`src/rtl/cpu_pkg.sv`:
```
// Shared types and constants for the sequencer and its neighbours on the 8-bit datapath.
package cpu_pkg;

  localparam int PC_W = 16;

  typedef enum logic [2:0] {
    ST_IDLE   = 3'd0,
    ST_FETCH  = 3'd1,
    ST_DECODE = 3'd2,
    ST_EXEC   = 3'd3,
    ST_MEM    = 3'd4,
    ST_WB     = 3'd5,
    ST_HALT   = 3'd6,
    ST_ERR    = 3'd7
  } seq_state_t;

  localparam logic [1:0] FMT_R   = 2'b00;
  localparam logic [1:0] FMT_I   = 2'b01;
  localparam logic [1:0] FMT_BR  = 2'b10;
  localparam logic [1:0] FMT_SYS = 2'b11;

  localparam logic [3:0] OP_LD   = 4'h0;
  localparam logic [3:0] OP_ST   = 4'h1;
  localparam logic [3:0] OP_HALT = 4'hF;

endpackage

```
`src/rtl/pc_reg.sv`:
```
// Program counter: load on start, step by one or jump to a branch target, wraps modulo 2^W.
module pc_reg #(
  parameter int W = 16
) (
  input  logic         clk,
  input  logic         i_rst_n,
  input  logic         i_load,
  input  logic [W-1:0] i_load_addr,
  input  logic         i_step,
  input  logic         i_br_taken,
  input  logic [W-1:0] i_br_target,
  output logic [W-1:0] o_pc
);

  logic [W-1:0] r_pc;
  logic [W-1:0] w_pc_nxt;

  // Next-PC select: a start load has priority over a step; a step takes the branch target when taken.
  always_comb begin
    w_pc_nxt = r_pc;
    if (i_load) begin
      w_pc_nxt = i_load_addr;
    end else if (i_step) begin
      w_pc_nxt = i_br_taken ? i_br_target : (r_pc + W'(1));
    end
  end

  // PC register with synchronous active-low reset.
  always_ff @(posedge clk) begin
    if (!i_rst_n) begin
      r_pc <= '0;
    end else begin
      r_pc <= w_pc_nxt;
    end
  end

  assign o_pc = r_pc;

endmodule

```
`src/rtl/seq_ctrl.sv`:
```
// Multi-cycle instruction sequencer: fetch, decode, execute, memory and writeback control.
module seq_ctrl #(
  parameter int PC_W        = cpu_pkg::PC_W,
  parameter int MEM_TIMEOUT = 15
) (
  input  logic            clk,
  input  logic            rst_n_i,
  input  logic            start_i,
  input  logic [PC_W-1:0] start_address_i,
  input  logic [1:0]      format_i,
  input  logic [3:0]      opcode_i,
  input  logic [3:0]      alu_inst_i,
  input  logic            alu_branch_i,
  input  logic [PC_W-1:0] branch_target_i,
  input  logic            mem_ack_i,
  output logic [PC_W-1:0] pc_o,
  output logic            ir_le_o,
  output logic [3:0]      alu_inst_o,
  output logic            imm_sel_o,
  output logic            rf_we_o,
  output logic            wb_sel_o,
  output logic            mem_req_o,
  output logic            mem_we_o,
  output logic            busy_o,
  output logic            halted_o,
  output logic            err_o,
  output logic [2:0]      state_o
);

  import cpu_pkg::*;

  // Last MEM cycle index before the wait is declared lost (counter starts at 0 on entry).
  localparam logic [7:0] TMO_LAST = 8'(MEM_TIMEOUT - 1);

  seq_state_t r_state;
  logic [1:0] r_fmt;
  logic [7:0] r_tmo;
  logic [3:0] r_alu_inst;
  logic       r_ir_le;
  logic       r_imm_sel;
  logic       r_rf_we;
  logic       r_wb_sel;
  logic       r_mem_req;
  logic       r_mem_we;
  logic       r_busy;
  logic       r_halted;
  logic       r_err;

  logic       w_idle_like;
  logic       w_pc_load;
  logic       w_pc_step;
  logic       w_br_taken;

  // PC control: load on accepted start, advance after a branch, a completed store, or writeback.
  always_comb begin
    w_idle_like = (r_state == ST_IDLE) || (r_state == ST_HALT) || (r_state == ST_ERR);
    w_pc_load   = w_idle_like && start_i;
    w_br_taken  = (r_state == ST_EXEC) && (r_fmt == FMT_BR) && alu_branch_i;
    w_pc_step   = ((r_state == ST_EXEC) && (r_fmt == FMT_BR)) ||
                  ((r_state == ST_MEM) && mem_ack_i && r_mem_we) ||
                  (r_state == ST_WB);
  end

  pc_reg #(
    .W(PC_W)
  ) u_pc_reg (
    .clk         (clk),
    .i_rst_n     (rst_n_i),
    .i_load      (w_pc_load),
    .i_load_addr (start_address_i),
    .i_step      (w_pc_step),
    .i_br_taken  (w_br_taken),
    .i_br_target (branch_target_i),
    .o_pc        (pc_o)
  );

  // Sequencer FSM; every control output is registered and set on the edge entering its state.
  always_ff @(posedge clk) begin
    if (!rst_n_i) begin
      r_state    <= ST_IDLE;
      r_fmt      <= FMT_R;
      r_tmo      <= '0;
      r_alu_inst <= '0;
      r_ir_le    <= 1'b0;
      r_imm_sel  <= 1'b0;
      r_rf_we    <= 1'b0;
      r_wb_sel   <= 1'b0;
      r_mem_req  <= 1'b0;
      r_mem_we   <= 1'b0;
      r_busy     <= 1'b0;
      r_halted   <= 1'b0;
      r_err      <= 1'b0;
    end else begin
      r_ir_le <= 1'b0;
      r_rf_we <= 1'b0;
      case (r_state)
        ST_IDLE, ST_HALT, ST_ERR: begin
          if (start_i) begin
            r_state  <= ST_FETCH;
            r_busy   <= 1'b1;
            r_halted <= 1'b0;
            r_err    <= 1'b0;
          end
        end
        ST_FETCH: begin
          r_state <= ST_DECODE;
          r_ir_le <= 1'b1;
        end
        ST_DECODE: begin
          r_alu_inst <= alu_inst_i;
          r_imm_sel  <= (format_i == FMT_I);
          r_fmt      <= format_i;
          if (format_i == FMT_SYS) begin
            if (opcode_i == OP_HALT) begin
              r_state  <= ST_HALT;
              r_busy   <= 1'b0;
              r_halted <= 1'b1;
            end else if ((opcode_i == OP_LD) || (opcode_i == OP_ST)) begin
              r_state   <= ST_MEM;
              r_mem_req <= 1'b1;
              r_mem_we  <= opcode_i[0];
              r_tmo     <= '0;
            end else begin
              r_state <= ST_ERR;
              r_busy  <= 1'b0;
              r_err   <= 1'b1;
            end
          end else begin
            r_state <= ST_EXEC;
          end
        end
        ST_EXEC: begin
          if (r_fmt == FMT_BR) begin
            r_state <= ST_FETCH;
          end else begin
            r_state <= ST_WB;
            r_rf_we <= 1'b1;
          end
        end
        ST_MEM: begin
          // An ack on the final allowed cycle still completes the access.
          if (mem_ack_i) begin
            r_mem_req <= 1'b0;
            r_mem_we  <= 1'b0;
            if (r_mem_we) begin
              r_state <= ST_FETCH;
            end else begin
              r_state  <= ST_WB;
              r_wb_sel <= 1'b1;
              r_rf_we  <= 1'b1;
            end
          end else if (r_tmo == TMO_LAST) begin
            r_state   <= ST_ERR;
            r_mem_req <= 1'b0;
            r_mem_we  <= 1'b0;
            r_busy    <= 1'b0;
            r_err     <= 1'b1;
          end else begin
            r_tmo <= r_tmo + 8'd1;
          end
        end
        ST_WB: begin
          r_state  <= ST_FETCH;
          r_wb_sel <= 1'b0;
        end
        default: begin
          r_state <= ST_IDLE;
        end
      endcase
    end
  end

  assign ir_le_o    = r_ir_le;
  assign alu_inst_o = r_alu_inst;
  assign imm_sel_o  = r_imm_sel;
  assign rf_we_o    = r_rf_we;
  assign wb_sel_o   = r_wb_sel;
  assign mem_req_o  = r_mem_req;
  assign mem_we_o   = r_mem_we;
  assign busy_o     = r_busy;
  assign halted_o   = r_halted;
  assign err_o      = r_err;
  assign state_o    = r_state;

endmodule

```
`config.mk`:
```
export PLATFORM = sky130hd
export DESIGN_NAME = seq_ctrl
export DESIGN_NICKNAME = d
export VERILOG_FILES = /design/src/rtl/cpu_pkg.sv /design/src/rtl/pc_reg.sv /design/src/rtl/seq_ctrl.sv
export SDC_FILE = /design/constraint.sdc
export NUM_CORES = 1
export LEC_CHECK = 0
export BUFFER_PORTS_ARGS = -buffer_cell sky130_fd_sc_hd__buf_2
export CORE_AREA = 2 2 76 78
export CTS_CLUSTER_DIAMETER = 50
export CTS_CLUSTER_SIZE = 28
export DETAILED_ROUTE_END_ITERATION = 8
export DIE_AREA = 0 0 78 80
export PLACE_DENSITY_LB_ADDON = 0.2
export SYNTH_ARGS = -nofsm -noshare
export SYNTH_HDL_FRONTEND = slang
export SYNTH_SLANG_ARGS = --single-unit
```
`constraint.sdc`:
```
create_clock -name clk -period 1.9 [get_ports clk]
set_clock_uncertainty 0.05 [all_clocks]
set_input_delay 0.38 -clock clk [delete_from_list [all_inputs] [get_ports clk]]
set_output_delay 0.38 -clock clk [all_outputs]
set_load 0.005 [all_outputs]
```
Yosys cells after proc, flatten, opt, wreduce, memory -nomap -nowiden
Cells that the tools add are included.
- input bits: 47
- bits in registers: 42
- equal/unequal tests: 26
- multiplexer cells: 52
- reduce and logical (&&, ||, !) cells: 25
- $add $sub $neg: 2
- operators by type and width (operator ; number):
    2-to-1 mux 16 bit ; 3
    2-to-1 mux 8 bit ; 5
    2-to-1 mux 1 bit ; 27
    inequality test 2 bit, second input constant ; 10
    2-to-1 mux 3 bit ; 6
    one-hot mux 3 bit (6 select lines) ; 1
    adder 16 x 1 -> 16 bit, second input constant ; 1
    one-hot mux 8 bit (2 select lines) ; 1
    == test 3 bit, second input constant ; 4
    AND reduction 6 bit ; 2
    one-hot mux 1 bit (2 select lines) ; 5
    adder 8 x 1 -> 8 bit, second input constant ; 1
    == test 8 x 4 -> 1 bit, second input constant ; 1
    nonzero test 2 bit ; 4
    AND reduction 7 bit ; 1
    == test 3 x 2 -> 1 bit, second input constant ; 2
    one-hot mux 1 bit (3 select lines) ; 2
    logical AND 1 bit ; 5
    logical OR 1 bit ; 5
    AND reduction 5 bit ; 1
    == test 2 bit, second input constant ; 2
    == test 4 x 1 -> 1 bit, second input constant ; 1
    == test 4 bit, second input constant ; 1
    logical NOT 4 bit ; 1
    12 further kinds ; 13

Depth between registers and ports, before layout
- word-level depth: 7
- mapped depth: 7
- mapped depth without buffers: 7

By module
Synthesis repeated with hierarchy kept, for this count alone.
- cells, all modules: 311
- area, all modules: 2553.7 um^2
- by module, submodules not included (module ; cells each ; area each (um^2) ; sequential area each (um^2) ; times used):
    seq_ctrl ; 155 ; 1328.8 ; 520.5 ; 1
    pc_reg ; 156 ; 1224.9 ; 320.3 ; 1

Worst setup path after synthesis
OpenSTA, ideal clock, no wires.
- path type: input-to-reg
- start: input opcode_i[1]
- end: register r_tmo[4]
- setup time: 0.071 ns
- cell stages on the path: 6
- data required time: 1.779 ns
- data arrival time: 1.788 ns
- buffers on the path: 1
- slack: -0.009 ns
- cell sequence: or3_1 clkbuf_1 nor4_4 nor2_2 or3_1 a21oi_1
- word-level cells in the longest chain between the ends: 4
- elaborated cells between the ends (all ways): 7
- classes of those cells: 4 x eq/ne; 3 x reduce/logical
- ends and longest elaborated chain (element ; RTL line ; source):
    from (decl) ; seq_ctrl.sv:11 ; input logic [3:0] opcode_i,
    == test 4 x 1 -> 1 bit or logical NOT 4 bit (tied branches) ; seq_ctrl.sv:118 ; end else if ((opcode_i == OP_LD) || (opcode_i == OP_ST)) begin
    logical OR 1 bit ; seq_ctrl.sv:118 ;
    inequality test 2 bit (no line) ; - ;
    AND reduction 6 bit (no line) (*) ; - ;
    to (signal assigned) ; seq_ctrl.sv:159 ; r_tmo <= r_tmo + 8'd1;
    to (decl) ; seq_ctrl.sv:37 ; logic [7:0] r_tmo;
Mark *: on every way between the ends. The rest lies on a longest branch, timed or not.
A chain may end at the register's enable or synchronous reset.

Final worst setup path
- start: register r_state[1] (netlist: state_o[1])
- end: register r_tmo[6]
- word-level cells in the longest chain between the ends: 3
- elaborated cells between the ends (all ways): 10
- classes of those cells: 7 x eq/ne; 1 x mux; 2 x reduce/logical
- ends and longest elaborated chain (element ; RTL line ; source):
    from (decl) ; seq_ctrl.sv:35 ; seq_state_t r_state;
    from (signal assigned) ; seq_ctrl.sv:80 ; r_state <= ST_IDLE;
    from (signal assigned) ; seq_ctrl.sv:99 ; r_state <= ST_FETCH;
    from (signal assigned) ; seq_ctrl.sv:106 ; r_state <= ST_DECODE;
    == test 3 x 2 -> 1 bit or == test 3 bit (tied branches) ; seq_ctrl.sv:96 ; case (r_state)
    inequality test 2 bit (no line) or nonzero test 2 bit (tied branches) ; - ;
    AND reduction 6 bit (no line) ; - ;
Parallel ways exist; a longest one is shown, timed or not.

==> results.toml <==
[sta]
hold_viol = 0
fmax_ghz = 0.555
timing.final.ws_setup_ns = 0.0970
rsz0062_at_grt = "false"
whs_ns = 0.256
drv_slew = 0
fin_crit_ns = 1.80
setup-violations-final = 0
worst_pin_slew_ns = 0.563
maxSlewHeadroom = 0.622
period_share = 0.949

[worst_setup_path]
crit_path_max_fanout = 16
crit_required_ns = 2.08
crit_arrival_ns = 1.99
critPathBufInv = 2
cp_slowest_cell = "or3b_4"
cp_cell_sequence = "buf_4 > or3b_4 > a211oi_4 > buf_6 > o2111ai_1 > xor2_1 > nor2_1"
ff2ff_path_depth = 7
regToRegSetupSlack_ns = 0.1
worst_setup_path_start_kind = "flop"
max_stage_delay_ns = 0.43
timing.rr.end = "r_tmo[6]$_SDFFE_PN0P_"
end_kind = "flop"
rr_startpoint = "state_o[1]$_SDFFE_PN0P_"
worstSetupPathType = "reg -> reg"
critPathTopFamily = "simple AND/OR/NAND/NOR gates"

[drt]
routed_wl_um = 6980
avgViaCountPerCell = 5.50
routedWlPerCell_um = 14.3
drc_errors = 0
num_vias = 2691
drt-pass1-iter-count = 6
ant_nets = 0
drt_iter0_drc = 100

[hold_path]
hold_class = "in -> reg"
hold-path-endpoint = "alu_inst_o[3]$_SDFFE_PN0N_"
holdPathStages = 3
hold_start = "alu_inst_i[3]"

[run]
cap_violations = 0

[die]
io_pins = 79
dieArea_mm2 = 0.00624
num_rows = 27
die_h_um = 80
coreArea_mm2 = 0.00541
die_width_um = 78
initial_core_util = 0.444

[power]
ir_drop_v = 0.000474
powerDensity_mw_per_mm2 = 761
leakage_nw = 1.46

[placed_design]
gp_congestion = 0.858
dp_slack_ns = -0.103
io_buffers = 78
hpwl_um = 5100

[clock_tree]
cts.sink_count = 42
postCtsHoldBufs = 0
clockBufferDepth = 2
clk_pin_slew_ns = 0.09
cts_root_buffer = "clkbuf_8"
cts_buffers = 5
cts_tree = "done"
post_cts.repair.setup_buffers = 0
h-tree-depth = 2
clk_latency_ns = 0.30

[yosys]
synth_cell_type_count = 48
async_flop_share = 0
synth_nets = 363
ys_top_cells_by_area = "dfxtp_1, nor2_1, a21oi_1"
synth_top_area_frac = 0.350
ys_seq_elements = 42
synth_edf_count = 0
syn_inst = 313
synth_area_mm2 = 0.00240
yosys_warnings = 0
yosysTopAreaCell = "dfxtp_1"
ys.flop_type = "dfxtp_1"
ys_seq_area_frac = 0.350
syn_area_per_cell_um2 = 7.68

[grt]
overflow = 0
grt_max_degree = 27
grt_pass1_vias = 2490
antenna_found_initial = 0
grt_use_total = 0.226
grt_pass1_wl_um = 11300

[cells_and_area]
diodes = 0
layout-drive-gt1-share = 0.309
layout-area-overhead-vs-synth_pct = 34.1
nets = 467
fillCellCount = 537

[run_status]
run_status = "finished clean"
==> final cells by class <==
cell class / instances / area [um2] / area share
inverters: 5 / 18.8 / 0.00583
multi-input cells: 250 / 1500 / 0.466
well taps: 72 / 90.1 / 0.0280
clock buffers: 6 / 82.6 / 0.0256
clock inverters: 1 / 30.0 / 0.00932
flip-flops and latches: 42 / 842 / 0.261
repair buffers: 113 / 657 / 0.204
==> per-stage QoR <==
| step | TNS [ns] | util | area [um2] | instances | power (mW) |
|---|---|---|---|---|---|
| final | 0 | 0.596 | 3220 | 489 | 2.45 |
| after global routing | 0 | 0.596 | 3220 | 489 | 2.60 |
| after CTS | 0 | 0.592 | 3200 | 489 | 2.45 |
| after detailed placement | -0.643 | 0.570 | 3080 | 482 | 1.72 |
| after global placement | -0.302 | 0.570 | 3080 | 482 | 1.71 |
| after floorplan | -0.00618 | - | 2410 | 313 | 1.42 |
==> report_power, final <==
group | internal, mW | switching, mW | leakage (nW) | total [mW]
Combinational | 0.325 | 0.371 | 1.06 | 0.696
Clock | 0.421 | 0.314 | 0.0573 | 0.735
Sequential | 0.957 | 0.0631 | 0.343 | 1.02
Total | 1.70 | 0.748 | 1.46 | 2.45
==> tightest hold or removal path, delay by kind of cell <==
family,cells,cell delay [ns]
buffers and inverters,1,0.09
AND/OR/NAND/NOR,1,0.04
AO/OA/AOI/OAI,1,0.05
==> worst max path at each step <==
stage,startpoint,to,depth (start not counted)
final,state_o[1]$_SDFFE_PN0P_,r_tmo[6]$_SDFFE_PN0P_,7
after CTS,state_o[2]$_SDFFE_PN0P_,r_tmo[6]$_SDFFE_PN0P_,7
after global routing,state_o[1]$_SDFFE_PN0P_,r_tmo[6]$_SDFFE_PN0P_,7
after global placement,start_i,u_pc_reg.o_pc[8]$_SDFFE_PN0P_,6
after floorplan,opcode_i[1],r_tmo[4]$_SDFFE_PN0P_,6
after detailed placement,start_i,u_pc_reg.o_pc[4]$_SDFFE_PN0P_,6
==> Yosys cell counts (7+ instances only) <==
library cell  count
nand3_1           9
and3_1            8
nor3_1           11
nand2_1          34
o32ai_1           7
nor2_1           43
dfxtp_1          42
xor2_1           15
o21ai_0          16
o211ai_1          7
clkbuf_1         13
a21oi_1          30
==> placed cells by master, fill, tap and decap left out, types with 2 or more instances in the layout <==
cell	n
buf_2	78
nor2_1	43
dfxtp_1	41
buf_4	34
nand2_1	33
a21oi_1	30
o21ai_0	16
xor2_1	15
nor3_1	11
nand3_1	9
and3_1	8
o211ai_1	7
o32ai_1	7
clkbuf_8	6
inv_1	5
or3_1	5
nand2b_1	4
nand4_1	4
o2111ai_1	4
o21a_1	3
a31oi_1	3
mux2i_1	3
nor4_1	3
xnor2_1	3
ha_1	3
and3b_1	2
nand3b_1	2
and2_1	2
a211oi_1	2
o21ai_1	2
a22oi_1	2
o211a_1	2
a311oi_1	2
==> logic make-up after synthesis <==
| kind of cell | share of synthesized area |
|---|---|
| adders and majority gates | 0.0156 |
| AOI/OAI and AO/OA | 0.246 |
| xor gates and xnor gates | 0.0656 |
| muxes | 0.0125 |
| buffers and inverters | 0.0344 |
| DFF | 0.350 |
| and+or+nand+nor | 0.276 |
==> state kept, by name, indices dropped and copies added, names as in the netlist, 2 cells and up <==
signal and flops:
u_pc_reg.o_pc 16, r_fmt 2, state_o 3, r_tmo 8, alu_inst_o 4
==> metal layers <==
metal  vias up  GRT usage  wire length, um
met4         0     0.0754              106
met5         -          0                0
met2        79      0.393             3420
met1      1251      0.278             3120
met3        13     0.0464              332
li1       1348          -                -
==> repair_timing <==
item | in CTS | in global routing
pin swaps | 0 | 1
gates resized for setup | 2 | 6
setup endpoints to repair | 4 | 13
Note: power is estimated with default switching activity, not from simulation.
